`config.mk`:
```
export PLATFORM = sky130hd
export DESIGN_NAME = acoustic_capture_buffer
export DESIGN_NICKNAME = d
export VERILOG_FILES = /design/src/rtl/acoustic_capture_buffer.sv
export SDC_FILE = /design/constraint.sdc
export NUM_CORES = 1
export LEC_CHECK = 0
export BUFFER_PORTS_ARGS = -buffer_cell sky130_fd_sc_hd__buf_2
export CAP_MARGIN = 20
export CORE_ASPECT_RATIO = 1.4
export CORE_MARGIN = 2
export CORE_UTILIZATION = 45
export CTS_CLUSTER_SIZE = 25
export DETAILED_ROUTE_END_ITERATION = 8
export HOLD_SLACK_MARGIN = 0.15
export PLACE_DENSITY = 0.63
export SLEW_MARGIN = 20
export SYNTH_ARGS = -nofsm -noshare
export SYNTH_HDL_FRONTEND = slang
export SYNTH_SLANG_ARGS = --single-unit
```
`constraint.sdc`:
```
create_clock -name clk -period 6.05 [get_ports clk]
set_input_delay 0.605 -clock clk [delete_from_list [all_inputs] [get_ports clk]]
set_output_delay 0.605 -clock clk [all_outputs]
set_load 0.005 [all_outputs]
```
`src/rtl/acoustic_capture_buffer.sv`:
```
// Acoustic capture buffer: keeps a circular pre-trigger history of ADC words,
// fires when a sample's distance from midscale exceeds a threshold, freezes a
// DEPTH-sample window around the trigger and streams it out oldest-first.
module acoustic_capture_buffer #(
    parameter int DATA_W   = 10,
    parameter int DEPTH    = 64,
    parameter int ADDR_W   = 6,
    parameter int PRE      = 16,
    parameter int MIDSCALE = 512
) (
    input  logic              clk,
    input  logic              reset,
    input  logic [DATA_W-1:0] sample_in,
    input  logic              sample_valid,
    input  logic [DATA_W-1:0] threshold,
    input  logic              arm,
    output logic [DATA_W-1:0] rd_data,
    output logic              rd_valid,
    input  logic              rd_ready,
    output logic              rd_last,
    output logic              busy,
    output logic              triggered,
    output logic [7:0]        dropped
);

    typedef enum logic [2:0] {IDLE, FILL, ARMED, POST, READOUT} state_t;

    localparam logic [ADDR_W-1:0] FILL_LAST = ADDR_W'(PRE - 1);
    localparam logic [ADDR_W-1:0] POST_LOAD = ADDR_W'(DEPTH - PRE - 1);
    localparam logic [ADDR_W:0]   WORDS     = (ADDR_W+1)'(DEPTH);
    localparam logic [ADDR_W:0]   LAST_IDX  = (ADDR_W+1)'(DEPTH - 1);

    state_t              state_q;
    logic [ADDR_W-1:0]   wr_ptr_q, rd_ptr_q, fill_cnt_q, post_cnt_q;
    logic [ADDR_W:0]     ld_cnt_q;      // words moved into the output register
    logic                ram_vld_q;     // ram_q holds a real window word
    logic [DATA_W-1:0]   ram_q;
    logic [DATA_W-1:0]   rd_data_q;
    logic                rd_valid_q, rd_last_q, triggered_q;
    logic [7:0]          dropped_q;

    logic [DATA_W-1:0]   mem [DEPTH];

    logic signed [DATA_W:0] diff;
    logic [DATA_W:0]        mag;
    logic                   over_thr, we, fire, load, drop_inc;
    logic [ADDR_W-1:0]      raddr;

    // Magnitude of the sample around midscale and the per-cycle control strobes
    always_comb begin
        diff     = $signed({1'b0, sample_in}) - $signed((DATA_W+1)'(MIDSCALE));
        mag      = diff[DATA_W] ? $unsigned(-diff) : $unsigned(diff);
        over_thr = mag > {1'b0, threshold};
        we       = sample_valid && (state_q == FILL || state_q == ARMED || state_q == POST);
        fire     = rd_valid_q && rd_ready;
        // Refill the output register when it is empty or being consumed; the
        // RAM pre-reads the following address in the same cycle so accepts
        // can run back to back.
        load     = (state_q == READOUT) && ram_vld_q && (ld_cnt_q != WORDS)
                   && (!rd_valid_q || fire);
        raddr    = load ? rd_ptr_q + ADDR_W'(1) : rd_ptr_q;
        drop_inc = sample_valid && ((state_q == IDLE && !arm) || state_q == READOUT);
    end

    // Sample RAM: synchronous write, synchronous read
    always_ff @(posedge clk) begin
        if (we) mem[wr_ptr_q] <= sample_in;
        ram_q <= mem[raddr];
    end

    // Capture/readout state machine with registered outputs
    always_ff @(posedge clk) begin
        if (reset) begin
            state_q     <= IDLE;
            wr_ptr_q    <= '0;
            rd_ptr_q    <= '0;
            fill_cnt_q  <= '0;
            post_cnt_q  <= '0;
            ld_cnt_q    <= '0;
            ram_vld_q   <= 1'b0;
            rd_data_q   <= '0;
            rd_valid_q  <= 1'b0;
            rd_last_q   <= 1'b0;
            triggered_q <= 1'b0;
            dropped_q   <= '0;
        end else begin
            if (we) wr_ptr_q <= wr_ptr_q + ADDR_W'(1);

            case (state_q)
                IDLE: if (arm) begin
                    state_q    <= FILL;
                    fill_cnt_q <= '0;
                end
                FILL: if (sample_valid) begin
                    fill_cnt_q <= fill_cnt_q + ADDR_W'(1);
                    if (fill_cnt_q == FILL_LAST) state_q <= ARMED;
                end
                ARMED: if (sample_valid && over_thr) begin
                    triggered_q <= 1'b1;
                    post_cnt_q  <= POST_LOAD;
                    state_q     <= POST;
                end
                POST: if (sample_valid) begin
                    post_cnt_q <= post_cnt_q - ADDR_W'(1);
                    if (post_cnt_q == ADDR_W'(1)) begin
                        // wr_ptr after this write lands on the window start
                        state_q   <= READOUT;
                        rd_ptr_q  <= wr_ptr_q + ADDR_W'(1);
                        ld_cnt_q  <= '0;
                        ram_vld_q <= 1'b0;
                    end
                end
                READOUT: begin
                    ram_vld_q <= 1'b1;
                    if (fire && rd_last_q) begin
                        state_q     <= IDLE;
                        rd_valid_q  <= 1'b0;
                        rd_last_q   <= 1'b0;
                        triggered_q <= 1'b0;
                    end else if (load) begin
                        rd_data_q  <= ram_q;
                        rd_valid_q <= 1'b1;
                        rd_last_q  <= (ld_cnt_q == LAST_IDX);
                        ld_cnt_q   <= ld_cnt_q + (ADDR_W+1)'(1);
                        rd_ptr_q   <= rd_ptr_q + ADDR_W'(1);
                    end
                end
                default: state_q <= IDLE;
            endcase

            if (state_q == IDLE && arm) dropped_q <= '0;
            else if (drop_inc && dropped_q != 8'hFF) dropped_q <= dropped_q + 8'd1;
        end
    end

    assign rd_data   = rd_data_q;
    assign rd_valid  = rd_valid_q;
    assign rd_last   = rd_last_q;
    assign busy      = (state_q != IDLE);
    assign triggered = triggered_q;
    assign dropped   = dropped_q;

endmodule
```
* Word level (Yosys, flattened, before mapping)
Memory sizes are Yosys's and may differ from the RTL's. A register that Yosys moved wholly into a read port is not among the register bits. Index checks and enable logic that the tools add are counted.
Storage, ports and cells: register bits after elaboration 56, RAM bits 640, output and inout port bits 22, word-level logic and storage cells 112, memories kept 1
Operators by class: $add $sub $neg 8, magnitude comparators 1, equal/unequal tests 18, mux-type cells 37, bitwise logic cells 1, reductions and logical operators 34
Memories:
- mem | words 64, bits a word 10, rd ports 1, clocked after memory_dff 1, wr ports 1, RTL line 42 | logic [DATA_W-1:0] mem [DEPTH];
Operators with widths (count):
- $mux W6 | 8
- $pmux W6 S2 | 3
- $mux W7 | 4
- $mux W3 | 7
- $add A6 B1 Y6 const B | 3
- $pmux W3 S5 | 1
- $reduce_and A3 Y1 | 5
- $pmux W7 S2 | 1
- $gt A11 B10 Y1 | 1
- $logic_and A1 B1 Y1 | 11
- $mux W11 | 1
- $neg A11 Y11 | 1
- $sub A10 B10 Y11 const B | 1
- $mux W1 | 10
- $ne A2 B2 Y1 const B | 5
- $reduce_bool A2 Y1 | 5
- $add A8 B1 Y8 const B | 1
- $ne A2 B1 Y1 const B | 4
- $ne A8 B8 Y1 const B | 1
- $add A7 B1 Y7 const B | 1
- $eq A7 B6 Y1 const B | 1
- $ne A7 B7 Y1 const B | 1
- $reduce_and A7 Y1 | 1
- $eq A3 B2 Y1 const B | 2
- other kinds (15) | 20

* Longest topological paths before layout
Gate-level depths: netlist of the first run.
depth after elaboration 7, gate-level depth with buffers 15, gate-level depth less buffers 14

* Least setup slack after synthesis of the first run
Ideal clock, no wire load.
path type input port to flip-flop, from in sample_in[4], to reg state_q[0], setup time 0.065 ns, arrival time 2.732 ns, data required time 5.985 ns, path slack 3.253 ns, stages 12, buffers on the path 0, cell sequence nor3_1 > nor3b_1 > a31oi_1 > xor2_1 > ha_1 > nand3_1 > a31o_2 > a21oi_1 > inv_1 > a2111oi_0 > a21oi_1 > nor2_1
Between the ends: word-level cells in the longest chain between the ends 7
Ends and longest elaborated chain:
- start, declared | RTL line 13 | input logic [DATA_W-1:0] sample_in,
- $sub A10 B10 Y11 (*) | RTL line 51 | diff = $signed({1'b0, sample_in}) - $signed((DATA_W+1)'(MIDSCALE));
- $neg A11 Y11 | RTL line 52 | mag = diff[DATA_W] ? $unsigned(-diff) : $unsigned(diff);
- $mux W11 (*) | RTL line 52
- $gt A11 B10 Y1 (*) | RTL line 53 | over_thr = mag > {1'b0, threshold};
- $logic_and A1 B1 Y1 (*) | RTL line 98 | ARMED: if (sample_valid && over_thr) begin
- $ne A2 B1 Y1 (no line) (*)
- $reduce_and A7 Y1 (no line) (*)
- end signal, assigned | RTL line 96 | if (fill_cnt_q == FILL_LAST) state_q <= ARMED;
- end signal, assigned | RTL line 101 | state_q <= POST;
- end signal, assigned | RTL line 107 | state_q <= READOUT;
- end, declared | RTL line 33 | state_t state_q;
Mark *: on every way between the ends. The rest lies on a longest branch, timed or not. A chain may end at the register's enable or synchronous reset.

* Worst setup path after layout of the first run
from reg ld_cnt_q[0], to reg ram_q[5], read port of mem
Between the ends: word-level cells in the longest chain between the ends 4
Ends and longest elaborated chain:
- start, declared | RTL line 35 | logic [ADDR_W:0] ld_cnt_q;
- start signal, assigned | RTL line 124 | ld_cnt_q <= ld_cnt_q + (ADDR_W+1)'(1);
- $ne A7 B7 Y1 | RTL line 59 | load = (state_q == READOUT) && ram_vld_q && (ld_cnt_q != WORDS)
- $logic_and A1 B1 Y1 | RTL line 59
- $logic_and A1 B1 Y1 | RTL line 60 | && (!rd_valid_q || fire);
- $mux W6
- end, declared | RTL line 37 | logic [DATA_W-1:0] ram_q;
No other way between the ends.

==> results_dict.tcl, run 1 <==
set metrics [dict create \
    wl_per_cell_um 25.4 \
    fin_nets 2058 \
    p_int_mw 7.70 \
    min_from "sample_in[5]" \
    grt_max_degree 151 \
    max_clock_freq_mhz 231 \
    final_util 0.503 \
    crit_chain "inv_1 > ha_1 > nor4b_4 > a211oi_4 > mux2i_1 > o21ai_4 > buf_12 > a222oi_1 > a22o_1 > a2111oi_2 > a31oi_1" \
    p_per_area_nw_per_um2 305 \
    num_rows 109 \
    synth_area_sq_um 28500 \
    finalCritPeriodShare 0.717 \
    path_max_fanout 60 \
    hpwlAfterDp_um 44500 \
    ys_ff_latch 706 \
    hold_path_class "input pin to register" \
    synth_edf_count 640 \
    whs_ns 0.386 \
    pwr-share-clk 0.424 \
    layout.cell_area.non_filler_sq_um 31600 \
    finClkSkew_ns 0.0273 \
    start_util 0.454 \
    rr_startpoint "ld_cnt_q[0]$_SDFFE_PP0P_" \
    path_clk_slew_ns 0.07 \
    finalSetupViolations 0 \
    antenna_found_initial 2 \
    syn_to_final_growth_pct 10.9 \
    crit_family "compound AO/OA/AOI/OAI gates" \
    slew_headroom 0.261 \
    switchingPower_mw 1.95 \
    mostFrequentLayoutCell "edfxtp_1" \
    cts_inserted_buffers 66 \
    io_buffer_count 46 \
    cts_root_buf "clkbuf_16" \
    h-tree-depth 3 \
    fillers 5185 \
    synthArstFlopShare 0 \
    dr.pass1.iters 7 \
    globalRouteTotalUtil 0.225 \
    hold_viol 0 \
    slowest_stage "a211oi_4" \
    io_pins 47 \
    clock-sinks 706 \
    peakVddDrop_v 0.000170 \
    period_needed_ns 4.34 \
    required_ns 6.53 \
    die_area_sq_um 65500 \
    insertion_delay_ns 0.61 \
    ys_warn_count 0 \
    clockBufferDepth 3 \
    finalMaxSlewViolations 0 \
    post_cts_resized 0 \
    diodes 0 \
    vias_per_cell 5.87 \
    drtIter0Drc 1888 \
    worst_ep_arrival_time_ns 4.81 \
    swShare 0.202 \
    maxCapViolCount 0 \
    num_vias 17000 \
    syn_avg_cell_area_sq_um 14.4 \
    totalPowerFinal_mw 9.65 \
    drive_gt1_frac 0.106 \
    leakagePower_nw 11.4 \
    synth_ff_type "edfxtp_1" \
    worstMarginPinSlew_ns 1.10 \
    worstSetupStartpointType "register" \
    grt_pass1_wl_um 108000 \
    syn-num-nets 2026 \
    grt_setup_unrepaired "false" \
    drc 0 \
    fp.dieH_um 302 \
    multiInputGateArea_sq_um 7280 \
    routed_wl_um 73700 \
    synthCells 1982 \
    ys_seq_area_frac 0.720 \
    routabilityCongestion 0.871 \
    comb_power_share 0.022 \
    crit_path_start "ld_cnt_q[0]$_SDFFE_PP0P_" \
    synth_cell_types 64 \
    crit_buf_inv 2 \
    final_cell_mix "edfxtp_1 (640), nand2_1 (356), mux2i_1 (173), nor2_1 (101), a31oi_1 (83)" \
    overflow 0 \
    synth_top_area_cell "edfxtp_1" \
    status "complete, no violations" \
    yosysTopAreaCellShare 0.674 \
    cts_hold_buf 0 \
    dpl_cell_area_sq_um 29500 \
    final.setup.tns_ns 0 \
    ys_top_cells_by_area "edfxtp_1 (67%), mux2i_1 (6.1%), nand2_1 (4.7%)" \
    grt_pass1_vias 16600 \
    endpoint_kind "register" \
    slowest_delay_ns 0.75 \
    core_sq_um 62900 \
    die_x_um 217 \
    seqPwrFrac 0.554 \
    path_class "register to register" \
    post_cts_buffers 0 \
    cts_tree "built" \
    regArea_sq_um 20500 \
    drtAntennaViolNets 0 \
]
## flip-flops by register name (all words and copies together) (netlist names)
register,flops
dropped,8
fill_cnt_q,6
ld_cnt_q,7
mem,640
post_cnt_q,6
ram_q,10
ram_vld_q,1
rd_data,10
rd_last,1
rd_ptr_q,6
rd_valid,1
state_q,3
triggered,1
wr_ptr_q,6
## synth_stat cells (11+ instances only)
cell and instances:
edfxtp_1 640, nand2_1 356, mux2i_1 173, nor2_1 109
a31oi_1 83, dfxtp_1 66, a21oi_1 55, buf_2 50
nand3_1 49, a222oi_1 37, clkbuf_1 33, inv_1 23
xor2_1 23, buf_4 21, a221oi_1 19, a22oi_1 19
ha_1 19, a32oi_1 14, and3_1 14, nor3_1 14
buf_6 13, nand4_1 13, xnor2_1 12, a311oi_1 11
o21ai_0 11
## kinds of logic after synthesis
logic type	count (synthesis)	share of synthesized area
compound gates	307	0.0823
xor+xnor	37	0.0123
fa+ha+maj	19	0.00833
buf+inv	144	0.0273
flops	706	0.720
mux	174	0.0611
simple gates	595	0.0888
## final cells by class
cell class	count	area share
clock inverter	36	0.0102
multi-input combinational	1132	0.230
timing repair buffer	85	0.0187
clock buffer	82	0.0564
sequential	706	0.649
inverter	23	0.00273
tap	832	0.0329
## layer usage
metal / global-route usage / vias up / part of all wire / wire, um
met4: 0.109 / 0 / 0.048 / 3520
met5: 0 / - / 0 / 0
met2: 0.381 / 731 / 0.50 / 36700
li1: - / 7617 / - / -
met1: 0.287 / 8500 / 0.39 / 28400
met3: 0.0298 / 148 / 0.068 / 5020
## worst paths after layout
path | to | slack [ns] | cells past startpoint
worst max-delay path | ram_q[5]$_DFF_P_ | 1.71 | 11
worst max register to register | ram_q[5]$_DFF_P_ | 1.71 | 11
worst min-delay path | mem[54][5]$_DFFE_PP_ | 0.39 | 1
worst min register to register | rd_data[0]$_SDFFE_PP0P_ | 0.45 | 2
## through the flow
| stage | cells | setup slack [ns] |
|---|---|---|
| 6_report | 2896 | 1.71 |
| 5_1_grt | 2896 | 1.53 |
| 4_1_cts | 2896 | 1.74 |
| 3_5_place_dp | 2778 | 1.77 |
| 3_3_place_gp | 2776 | 1.81 |
| 2_1_floorplan | 1982 | 3.25 |
## power by group through the flow
stage	Sequential (mW)	Combinational, mW	Clock (mW)
finish	5.34	0.212	4.09
floorplan	5.44	0.0815	0
global placement	5.45	0.201	0
global route	5.34	0.229	4.32
CTS	5.34	0.212	4.15
detailed placement	5.45	0.212	0
Power figures use the tool's default switching activity.
==> inputs of run 2 (changes only) <==
--- a/config.mk
+++ b/config.mk
@@ -5,6 +5,7 @@
 export SDC_FILE = /design/constraint.sdc
 export NUM_CORES = 1
 export LEC_CHECK = 0
+export ABC_AREA = 1
 export BUFFER_PORTS_ARGS = -buffer_cell sky130_fd_sc_hd__buf_2
 export CAP_MARGIN = 20
 export CORE_ASPECT_RATIO = 1.4
@@ -13,7 +14,7 @@
 export CTS_CLUSTER_SIZE = 25
 export DETAILED_ROUTE_END_ITERATION = 8
 export HOLD_SLACK_MARGIN = 0.15
-export PLACE_DENSITY = 0.63
+export PLACE_DENSITY = 0.65
 export SLEW_MARGIN = 20
 export SYNTH_ARGS = -nofsm -noshare
 export SYNTH_HDL_FRONTEND = slang
==> constraint.sdc (replaced) <==
create_clock -name clk -period 3.7 [get_ports clk]
set_input_delay 0.37 -clock clk [delete_from_list [all_inputs] [get_ports clk]]
set_output_delay 0.37 -clock clk [all_outputs]
set_load 0.005 [all_outputs]
==> run 2 against run 1 <==
  * Sequential share of layout area fell by 6.6 points
  * Die area is 11% higher
  * Sequential power rose by 67%
  * Hold slack got worse by 0.20 ns
  * Largest cell class unchanged
  * Highest routed layer is now met5
==> results_dict.tcl, run 2 <==
set metrics [dict create \
    status "complete, no violations" \
    grt_pass1_vias 21600 \
    setup.worst_path.end "ram_q[7]$_DFF_P_" \
    ys_ff_latch 706 \
    wl_per_cell_um 20.3 \
    dpl_cell_area_sq_um 33300 \
    cts_tree "built" \
    final_util 0.504 \
    final_cell_mix "nand3_1 (645), edfxtp_1 (640), nand2_1 (521), inv_1 (434), nand3b_1 (240)" \
    io_buffer_count 46 \
    core_sq_um 69900 \
    p_per_area_nw_per_um2 468 \
    synth_edf_count 640 \
    maxCapViolCount 0 \
    die_area_sq_um 72400 \
    globalRouteTotalUtil 0.225 \
    yosys.area_share.adder 0.00752 \
    dr.pass1.iters 6 \
    pre_cts_slack_ns 0.485 \
    overflow 0 \
    grt_setup_unrepaired "false" \
    hold_viol 0 \
    r2r_end "ram_q[7]$_DFF_P_" \
    clockBufferDepth 3 \
    seqPwrFrac 0.542 \
    finClkSkew_ns 0.0145 \
    drtIter0Drc 2270 \
    syn-num-nets 3048 \
    pwr-share-clk 0.388 \
    start_util 0.452 \
    clock-sinks 706 \
    routed_wl_um 82100 \
    fin_nets 3107 \
    worst_ep_arrival_time_ns 3.73 \
    fp.dieH_um 318 \
    layout.cell_area.non_filler_sq_um 35200 \
    drive_gt1_frac 0.0846 \
    reg2regPathDepth 16 \
    worstMarginPinSlew_ns 0.924 \
    mostFrequentLayoutCell "nand3_1" \
    synth_compound_area_frac 0.0170 \
    synthXorXnorAreaFrac 0.00554 \
    ys_top_cells_by_area "edfxtp_1 (61%), nand3_1 (10%), nand2_1 (6.2%)" \
    final_cells 4045 \
    synthTopCellsByCount "nand3_1 (646), edfxtp_1 (640), nand2_1 (521), inv_1 (434), nand3b_1 (240)" \
    synthSimpleGateAreaFrac 0.242 \
    totalPowerFinal_mw 16.5 \
    largest_reg_flops 640 \
    insertion_delay_ns 0.61 \
    grt_pass1_wl_um 126000 \
    worstSetupStartpointType "register" \
    synthCells 3004 \
    required_ns 4.20 \
    switchingPower_mw 3.80 \
    leakagePower_nw 13.9 \
    syn_to_final_growth_pct 11.5 \
    finalCritPeriodShare 0.874 \
    synth_ff_type "edfxtp_1" \
    num_rows 115 \
    dp_cells 3929 \
    synth_top_family_by_area "simple AND/OR/NAND/NOR gates" \
    top_register "mem" \
    synthArstFlopShare 0 \
    hpwlAfterDp_um 47900 \
    drtAntennaViolNets 0 \
    crit_path_start "ld_cnt_q[0]$_SDFFE_PP0P_" \
    period_needed_ns 3.24 \
    synth_cell_types 42 \
    vias_per_cell 5.42 \
    drc 0 \
    cts_root_buf "clkbuf_16" \
    die_x_um 228 \
    io_pins 47 \
    final.setup.tns_ns 0 \
    h-tree-depth 3 \
    p_int_mw 12.7 \
    synthMuxAreaShare 0 \
    antenna_found_initial 2 \
    max_clock_freq_mhz 309 \
    hold_path_class "input pin to register" \
    synth_top_area_cell "edfxtp_1" \
    post_cts_buffers 0 \
    path_clk_slew_ns 0.06 \
    endpoint_kind "register" \
    finalMaxSlewViolations 0 \
    yosysTopAreaCellShare 0.608 \
    syn_avg_cell_area_sq_um 10.5 \
    slew_headroom 0.384 \
    num_vias 21900 \
    whs_ns 0.184 \
    cts_inserted_buffers 66 \
    comb_power_share 0.069 \
    regToRegSetupSlack_ns 0.46 \
    peakVddDrop_v 0.000303 \
    ys_warn_count 0 \
    grt_max_degree 152 \
    path_class "register to register" \
    swShare 0.230 \
    rr_startpoint "ld_cnt_q[0]$_SDFFE_PP0P_" \
    ys_seq_area_frac 0.650 \
    fin_ws_ns 0.464 \
    synth_most_common_cell "nand3_1" \
    path_max_fanout 132 \
    finalSetupViolations 0 \
    routabilityCongestion 0.912 \
    synth_area_sq_um 31600 \
]
[run 2: changes by cell type after synthesis, sizes merged, moves of 14 or more]
cell | previous run | this run
a221oi | 19 | 3
a222oi | 37 | 0
a22oi | 19 | 0
a31oi | 83 | 2
a32oi | 14 | 0
buf | 88 | 114
clkbuf | 33 | 56
inv | 23 | 438
mux2i | 173 | 0
nand2 | 356 | 526
nand3 | 49 | 646
nand3b | 4 | 240
o21ai | 16 | 32
[run 2: timing repair]
action	in CTS	in global routing
endpoints found under the hold margin	8	0
hold buffers	2	0
resized for setup	0	0
[run 2: critical path, cell delays in order (launching register included)]
cell and delay [ns]:
dfxtp_1 0.33, inv_1 0.08, ha_1 0.15, inv_1 0.04
nor2_1 0.08, nand3_1 0.19, nand2_4 0.20, nand2_8 0.14
nand2_8 0.24, buf_12 0.48, nand2_1 0.12, nand3_1 0.11
nand3_1 0.12, nand3_1 0.19, nand3_1 0.20, nand3_1 0.23
nand2_1 0.09
[run 2: worst min path at each step]
| stage | start | end | slack [ns] | cells past startpoint |
|---|---|---|---|---|
| final | sample_in[4] | mem[5][4]$_DFFE_PP_ | 0.18 | 1 |
| after global routing | sample_in[4] | mem[5][4]$_DFFE_PP_ | 0.20 | 1 |
| after floorplan | ram_q[9]$_DFF_P_ | rd_data[9]$_SDFFE_PP0P_ | 0.43 | 2 |
| after CTS | sample_in[4] | mem[5][4]$_DFFE_PP_ | 0.16 | 1 |
| after global placement | ram_q[1]$_DFF_P_ | rd_data[1]$_SDFFE_PP0P_ | 0.45 | 2 |
| after detailed placement | ram_q[7]$_DFF_P_ | rd_data[7]$_SDFFE_PP0P_ | 0.44 | 2 |
[run 2: kinds of logic (layout without fill, tap and decap cells)]
group           after synthesis  after routing
compound gates               98             98
flops                       706            706
xor+xnor                     20             20
buf+inv                     610            714
other cells                   0              1
simple gates               1551           1551
fa+ha+maj                    19             19
[run 2: power groups by stage]
| stage | logic (mW) | clock network [mW] | registers, mW |
|---|---|---|---|
| after floorplan | 0.612 | 0 | 9.08 |
| after global placement | 1.10 | 0 | 9.10 |
| after detailed placement | 1.13 | 0 | 9.11 |
| after CTS | 1.14 | 6.50 | 8.94 |
| after global routing | 1.25 | 6.80 | 8.96 |
| final | 1.14 | 6.40 | 8.94 |
[run 2: area by class of cell]
class,count,area (sq um)
clock buffer,94,1850
timing repair buffer,161,1260
antenna,1,2.50
sequential,706,20500
multi-input combinational,1688,8650
inverter,440,1650
clock inverter,19,116
fill,6252,34700
tap,936,1170
[run 2: metal layers]
metal	GRT usage	vias up	part of all wire
li1	-	10300	-
met1	0.285	10600	0.40
met2	0.381	840	0.49
met3	0.0319	207	0.067
met4	0.108	4	0.046
met5	0	-	0.00033
